===== src/rtl/contador_pontos_multi.sv =====
// Score counter for N_JOG independent players: edge-detected hit/miss counting with
// saturation, blocked-line derivation, line-change pulses and a global end-of-game flag.
module contador_pontos_multi #(
    parameter int N_JOG      = 2,
    parameter int W_PONTOS   = 6,
    parameter int MAX_PONTOS = 32,
    parameter int PENALIDADE = 1,
    parameter int PTS_LINHA  = 4,
    parameter int MAX_LINHAS = 7,
    parameter int W_LINHAS   = 3
) (
    input  logic                         clock,
    input  logic                         reset,
    input  logic                         enable,
    input  logic                         zerar,
    input  logic [N_JOG-1:0]             acertou,
    input  logic [N_JOG-1:0]             errou,
    output logic [N_JOG*W_PONTOS-1:0]    pontos,
    output logic [N_JOG*W_LINHAS-1:0]    linhas_bloq,
    output logic [N_JOG-1:0]             mudou_linha,
    output logic                         fim
);

    localparam logic [W_PONTOS:0] C_MAX  = (W_PONTOS+1)'(MAX_PONTOS);
    localparam logic [W_PONTOS:0] C_PEN  = (W_PONTOS+1)'(PENALIDADE);
    localparam logic [W_PONTOS:0] C_PTS  = (W_PONTOS+1)'(PTS_LINHA);
    localparam logic [W_PONTOS:0] C_MAXL = (W_PONTOS+1)'(MAX_LINHAS);

    logic [N_JOG-1:0]    r_acertouQ;
    logic [N_JOG-1:0]    r_errouQ;
    logic [N_JOG-1:0]    w_evA;
    logic [N_JOG-1:0]    w_evE;
    logic [W_PONTOS-1:0] r_pontos      [N_JOG];
    logic [W_PONTOS-1:0] w_pontosNext  [N_JOG];
    logic [W_LINHAS-1:0] r_linhas      [N_JOG];
    logic [W_LINHAS-1:0] w_linhasNext  [N_JOG];
    logic [N_JOG-1:0]    r_mudou;
    logic                r_fim;
    logic                w_fimNext;
    logic [W_PONTOS:0]   w_atual;
    logic [W_PONTOS:0]   w_prox;
    logic [W_PONTOS:0]   w_quoc;

    // Next-state scores computed one bit wider so neither saturation end can wrap;
    // line count and end flag derive from the next score so they share its edge.
    always_comb begin
        w_evA     = acertou & ~r_acertouQ;
        w_evE     = errou & ~r_errouQ;
        w_fimNext = 1'b0;
        w_atual   = '0;
        w_prox    = '0;
        w_quoc    = '0;
        for (int i = 0; i < N_JOG; i++) begin
            w_atual = {1'b0, r_pontos[i]};
            w_prox  = w_atual;
            if (zerar) begin
                w_prox = '0;
            end else if (enable && w_evA[i] && !w_evE[i]) begin
                w_prox = (w_atual >= C_MAX) ? C_MAX : w_atual + 1'b1;
            end else if (enable && w_evE[i] && !w_evA[i]) begin
                w_prox = (w_atual < C_PEN) ? '0 : w_atual - C_PEN;
            end
            w_pontosNext[i] = w_prox[W_PONTOS-1:0];
            w_quoc          = w_prox / C_PTS;
            w_linhasNext[i] = (w_quoc > C_MAXL) ? C_MAXL[W_LINHAS-1:0] : w_quoc[W_LINHAS-1:0];
            if (w_prox == C_MAX) begin
                w_fimNext = 1'b1;
            end
        end
    end

    // Edge-detect history is captured every cycle, so edges seen while disabled are lost.
    always_ff @(posedge clock) begin
        if (reset) begin
            r_acertouQ <= '0;
            r_errouQ   <= '0;
            r_mudou    <= '0;
            r_fim      <= 1'b0;
            for (int i = 0; i < N_JOG; i++) begin
                r_pontos[i] <= '0;
                r_linhas[i] <= '0;
            end
        end else begin
            r_acertouQ <= acertou;
            r_errouQ   <= errou;
            r_fim      <= w_fimNext;
            for (int i = 0; i < N_JOG; i++) begin
                r_pontos[i] <= w_pontosNext[i];
                r_linhas[i] <= w_linhasNext[i];
                r_mudou[i]  <= (w_linhasNext[i] != r_linhas[i]);
            end
        end
    end

    for (genvar g = 0; g < N_JOG; g++) begin : g_saida
        assign pontos[g*W_PONTOS +: W_PONTOS]      = r_pontos[g];
        assign linhas_bloq[g*W_LINHAS +: W_LINHAS] = r_linhas[g];
    end

    assign mudou_linha = r_mudou;
    assign fim         = r_fim;

endmodule


===== config.mk =====
export PLATFORM = sky130hd
export DESIGN_NAME = contador_pontos_multi
export DESIGN_NICKNAME = d
export VERILOG_FILES = /design/src/rtl/contador_pontos_multi.sv
export SDC_FILE = /design/constraint.sdc
export NUM_CORES = 1
export LEC_CHECK = 0
export CAP_MARGIN = 20
export CORE_MARGIN = 2
export CORE_UTILIZATION = 30
export DETAILED_ROUTE_END_ITERATION = 8
export DONT_BUFFER_PORTS = 1
export PLACE_DENSITY = 0.44
export SLEW_MARGIN = 15
export SYNTH_ARGS = -nofsm -noshare
export SYNTH_HDL_FRONTEND = slang
export SYNTH_SLANG_ARGS = --single-unit

===== constraint.sdc =====
create_clock -name clock -period 5.1 [get_ports clock]
set_input_delay 0.51 -clock clock [delete_from_list [all_inputs] [get_ports clock]]
set_output_delay 0.51 -clock clock [all_outputs]
set_load 0.02 [all_outputs]

==> results of run 1 <==
[kinds of logic after synthesis]
kind of cell / synth area share
AOI/OAI and AO/OA: 0.193
buffers and inverters: 0.0359
adders and majority gates: 0.0319
muxes: 0.00718
DFF: 0.319
xor gates and xnor gates: 0.0447
and+or+nand+nor: 0.368
[layer usage]
metal | routed length (um) | vias up | part of all wire | track usage
met3 | 249 | 8 | 0.062 | 0.0367
met2 | 1990 | 39 | 0.50 | 0.241
met4 | 101 | 0 | 0.025 | 0.0673
met5 | 0 | - | 0 | 0
met1 | 1660 | 687 | 0.42 | 0.165
li1 | - | 700 | - | -
[stage by stage]
step                std cells   util  hold slack [ps]  worst slack (ps)
finish                    258  0.329              299              2410
global route              258  0.329              274              2260
CTS                       258  0.329              288              2410
detailed placement        254  0.320              587              2410
global placement          254  0.320              584              2460
floorplan                 192      -              609              2610
[registers in the layout, indices dropped and copies added, names as in the netlist]
signal       count
r_pontos        12
r_linhas         6
mudou_linha      2
r_acertouQ       2
r_errouQ         2
fim              1
[worst max-delay path, stage by stage (launching register included)]
cell     delay, ps
dfxtp_1        590
inv_1          130
ha_1           270
a21oi_1        120
o21ai_0        110
a311o_1        360
or4_1          500
and3_1         190
a221o_1        300
[cells in the mapped netlist, drive strengths merged (2+ instances only)]
| cell | instances | share of area |
|---|---|---|
| clkbuf | 5 | 0.012 |
| o41ai | 3 | 0.022 |
| and4 | 3 | 0.017 |
| inv | 6 | 0.014 |
| nand2b | 5 | 0.022 |
| or3 | 3 | 0.012 |
| nand3 | 11 | 0.035 |
| and3b | 2 | 0.011 |
| nand4b | 3 | 0.017 |
| nor2 | 23 | 0.055 |
| and2 | 7 | 0.028 |
| or2b | 2 | 0.0096 |
| a31oi | 2 | 0.0080 |
| nand3b | 3 | 0.014 |
| buf | 3 | 0.0096 |
| nand2 | 7 | 0.017 |
| nand4 | 3 | 0.012 |
| a211oi | 3 | 0.014 |
| a21o | 2 | 0.0096 |
| a22oi | 2 | 0.0096 |
| xor2 | 4 | 0.022 |
| dfxtp | 25 | 0.32 |
| a21oi | 8 | 0.026 |
| o31ai | 3 | 0.014 |
| nor2b | 8 | 0.037 |
| a41oi | 2 | 0.011 |
| xnor2 | 4 | 0.022 |
| o21ai | 4 | 0.013 |
| and3 | 3 | 0.012 |
| or4 | 3 | 0.017 |
| o22ai | 2 | 0.0080 |
| nor3 | 10 | 0.035 |
| ha | 4 | 0.032 |
[how the worst min path moves through the flow]
stage | startpoint | to | slack (ps)
after CTS | reset | r_linhas[0][1] | 290
final | reset | r_linhas[0][2] | 300
after global routing | reset | r_linhas[0][3] | 270
after detailed placement | reset | r_linhas[0][2] | 590
after global placement | reset | r_linhas[0][0] | 580
after floorplan | r_linhas[0][4] | mudou_linha[1] | 610
[power by group]
part	total [mW]	switching, mW	leakage [nW]	internal, mW
registers	0.215	0.0131	0.203	0.202
clock network	0.121	0.0656	0.0217	0.0553
logic	0.0481	0.0269	0.346	0.0212
total	0.384	0.106	0.571	0.278
[area by class of cell]
type	count	area share
multi-input combinational	153	0.605
sequential	25	0.300
tap	70	0.0524
clock buffer	3	0.0247
inverter	6	0.0135
clock inverter	1	0.00449
==> summary.txt, run 1 <==
Detailed routing
  – Post-route ant nets: 0
  – DRC errors left: 0
  – 1st-iter DRT viols: 102
  – Wire per inst: 15.5 um
  – Initial DRT Pass Iterations: 4
  – Routed wire length: 4.00 mm
  – Routed via count: 1434
  – Vias per std cell: 5.56

Critical path
  – Crit path from: r_pontos[0][6]
  – Critical Path End: mudou_linha[1]
  – Reg2Reg Launch Point: r_pontos[0][6]
  – R2r setup slk: 2410 ps
  – Critical path type: reg -> reg
  – Crit end category: flip-flop
  – Reg2Reg Depth: 8
  – Startpoint Class: flip-flop
  – FF-to-FF End: mudou_linha[1]
  – Worst Path Arrival: 2850 ps
  – Critical path required time: 5260 ps
  – CP Max Fanout: 9

Run
  – Max-cap viol count: 0

Timing
  – Final hold vios: 0
  – Fin Setup TNS: 0 ps
  – Period minus WS final: 2690 ps
  – Fmax: 372 MHz
  – RSZ-0062 raised after global routing: false
  – Slew Viols, Final: 0
  – Worst slew pin tran: 559 ps
  – Final setup vio count: 0
  – Final worst-path cycle share: 0.527
  – Clock Skew: 2.66 ps
  – Slew margin rel.: 0.626

CTS
  – Clock Tree Buf Depth: 2
  – Clock sinks: 25
  – TritonCTS Buffers: 3
  – Post-CTS setup buffers: 0
  – CTS resizes: 0
  – CTS tree: yes
  – H-tree depth: 1
  – Hold buffers post-CTS: 0
  – Root buffer cell: clkbuf_8
  – Clock transition at the registers of the reported paths: 90 ps
  – Clock latency on the worst-skew pair: 270 ps

Cells and area
  – Design Area, Final: 1670 um^2
  – Layout area overhead: 6.54%
  – Register area: 500 um^2
  – Commonest non-fill, non-tap cell in the layout: dfxtp_1
  – Number of fill cells: 555
  – Share of cells above drive strength 1: 0.0691
  – ANT cells: 0
  – Commonest non-fill, non-tap cells in the layout: 25 x dfxtp_1, 23 x nor2_1, 11 x nand3_1
  – Multi-input gate area: 1010 um^2
  – Nets: 201

Global routing
  – Initial antenna violation count: 0
  – Congestion Overflow GR: 0
  – Largest net degree at the start of global routing: 24
  – Overall routing resource usage: 0.141
  – Number of global-route vias before repair: 1359
  – First-pass GRT wire length: 6.78 mm

Synthesis
  – Post-synth EDFFs: 0
  – Yosys cell types: 52
  – Post-Synthesis Cells: 192
  – Synthesized area: 1570 um^2
  – Syn_nets: 204
  – Avg Cell Area, Syn: 8.17 um^2
  – Ys flop type: dfxtp_1
  – Post-synthesis sequential area ratio: 0.319
  – Yosys warnings: 0
  – Async SR Flop Fraction: 0
  – Synth Register Bits: 25

Pwr
  – Cell Pwr Density: 230 nW/um^2
  – Overall Power: 0.384 mW
  – Pleak: 0.571 nW
  – VDD IR max: 0.0790 mV

Place
  – Global placement routability congestion: 0.966
  – Port buffer count: 0
  – Area after DPL: 1620 um^2
  – HPWL Detailed: 3.05 mm

Floorplanning
  – Die area: 5820 um^2
  – Vert. Die Dim: 76.3 um
  – Total core area: 5070 um^2
  – Io pins: 29
  – # rows: 26
  – Die X: 76.3 um
  – Starting density of the core: 0.309

Outcome
  – Status: complete, no violations

Min path
  – Hold Path Stages: 1
  – HP Class: in -> reg
Power figures use the tool's default switching activity.
==> run 2: changes to the inputs <==
ABC_AREA = 1   (was default)
clock period = 2.6 ns   (was 5.1 ns; I/O delays follow)
==> summary.txt, run 2 <==
CTS
  – CTS tree: yes
  – Clock latency on the worst-skew pair: 270 ps
  – H-tree depth: 1
  – Post-CTS setup buffers: 0
  – Hold buffers post-CTS: 0
  – Clock transition at the registers of the reported paths: 100 ps
  – Clock Tree Buf Depth: 2
  – Clock sinks: 25
  – CTS resizes: 0
  – TritonCTS Buffers: 3
  – Root buffer cell: clkbuf_8

Outcome
  – Status: complete, no violations

Pwr
  – Pleak: 0.888 nW
  – VDD IR max: 0.199 mV
  – Overall Power: 0.832 mW
  – Cell Pwr Density: 465 nW/um^2

Critical path
  – Critical path's largest stage delay: 560 ps
  – CP top delay family: compound AO/OA/AOI/OAI gates
  – Crit end category: flip-flop
  – Worst path bufs/invs: 1
  – Cell mode on critical path: nand2_1
  – Worst path cell trace: inv_1 -> nand2_1 -> nand2_1 -> a21oi_2 -> a21boi_0 -> nand2_1 -> nor2_1 -> nand3_1 -> a21oi_1
  – Critical path type: reg -> reg
  – Worst Path Arrival: 2160 ps
  – Critical path required time: 2810 ps
  – Slowest CP cell: dfxtp_1
  – Startpoint Class: flip-flop
  – CP Max Fanout: 6

Synthesis
  – Syn_nets: 280
  – Yosys cell types: 26
  – Avg Cell Area, Syn: 6.31 um^2
  – Most area-hungry cell type in the Yosys netlist: dfxtp_1
  – Post-synth EDFFs: 0
  – Ys flop type: dfxtp_1
  – Yosys warnings: 0
  – Most numerous cell in the Yosys netlist: nand2_1
  – Synth top area cells: dfxtp_1 30%, nand2_1 18%, nand3_1 10%, nor2_1 7.8%, inv_1 6.7%
  – Synth top area share: 0.296
  – Synthesized area: 1690 um^2
  – Async SR Flop Fraction: 0
  – Post-Synthesis Cells: 268
  – Post-synthesis sequential area ratio: 0.296
  – Most frequent cells after synthesis: 79 x nand2_1, 35 x nor2_1, 34 x nand3_1
  – Synth Register Bits: 25

Timing
  – Final hold vios: 0
  – Fin Setup TNS: 0 ps
  – Clock Skew: 5.89 ps
  – Worst slew pin tran: 488 ps
  – Final worst-path cycle share: 0.752
  – Slew margin rel.: 0.674
  – Slew Viols, Final: 0
  – Final setup vio count: 0
  – Period minus WS final: 1960 ps
  – Fmax: 511 MHz
  – RSZ-0062 raised after global routing: false

Detailed routing
  – Post-route ant nets: 0
  – DRC errors left: 0
  – Wire per inst: 12.7 um
  – Vias per std cell: 4.63
  – Initial DRT Pass Iterations: 4
  – Routed via count: 1570
  – Routed wire length: 4.31 mm
  – 1st-iter DRT viols: 87

Cells and area
  – Share of cells above drive strength 1: 0.0899
  – Layout area overhead: 5.77%
  – Max reg flops: 12
  – Design Area, Final: 1790 um^2
  – Top reg by flops: r_pontos
  – Number of fill cells: 643
  – Nets: 280
  – Commonest non-fill, non-tap cell in the layout: nand2_1
  – Commonest non-fill, non-tap cells in the layout: 79 x nand2_1, 35 x nor2_1, 34 x nand3_1
  – Post-route insts no fill: 339
  – Largest registers: r_pontos: 12 flops, r_linhas: 6 flops
  – ANT cells: 0

Floorplanning
  – Die X: 79.1 um
  – Vert. Die Dim: 79.1 um
  – Total core area: 5470 um^2
  – # rows: 27
  – Starting density of the core: 0.309
  – Io pins: 29
  – Die area: 6250 um^2

Run
  – Max-cap viol count: 0

Min path
  – HP Class: in -> reg

Global routing
  – Number of global-route vias before repair: 1456
  – Congestion Overflow GR: 0
  – Overall routing resource usage: 0.143
  – First-pass GRT wire length: 7.20 mm
  – Largest net degree at the start of global routing: 26
  – Initial antenna violation count: 0

Place
  – Port buffer count: 0
  – HPWL Detailed: 3.21 mm
  – Global placement routability congestion: 0.804
  – Area after DPL: 1740 um^2
  – Placed insts: 335
==> run 2: path summary, 6_finish.rpt <==
kind | from | end | slack (ps) | cells after the start
hold / removal | reset | r_linhas[0][2] | 50 | 1
setup / recovery | r_pontos[0][11] | fim | 640 | 9
setup reg to reg | r_pontos[0][11] | fim | 640 | 9
hold reg to reg | r_linhas[0][2] | mudou_linha[0] | 680 | 3
==> run 2: through the flow <==
stage,utilization,hold slack [ps],worst slack (ps)
final,0.327,50.6,644
after floorplan,-,367,849
after global routing,0.327,31.4,408
after CTS,0.327,39.2,596
after global placement,0.318,333,618
after detailed placement,0.318,333,635
==> run 2: final cells by class <==
type	count	area [um^2]	area share
Tap cell	72	90.1	0.0504
Multi-Input combinational cell	206	1020	0.573
Clock buffer	4	45.0	0.0252
Timing Repair Buffer	2	15.0	0.00840
Inverter	30	113	0.0630
Sequential cell	25	500	0.280
==> run 2: where the power goes <==
group | switching [mW] | total (mW) | leakage [nW] | internal (mW)
Clock | 0.129 | 0.238 | 0.0228 | 0.110
Sequential | 0.0346 | 0.435 | 0.204 | 0.401
Combinational | 0.101 | 0.158 | 0.661 | 0.0572
==> run 2: logic make-up after synthesis <==
group / share of synthesized area
simple gates: 0.464
flops: 0.296
fa+ha+maj: 0.0296
xor+xnor: 0.0155
buf+inv: 0.0977
compound gates: 0.0970
==> run 2: metal layers <==
metal,GRT usage,routed length [um],vias up
met2,0.209,1840,30
met5,0,0,-
met4,0.0259,24,0
met3,0.0375,242,2
met1,0.212,2200,688
li1,-,-,850
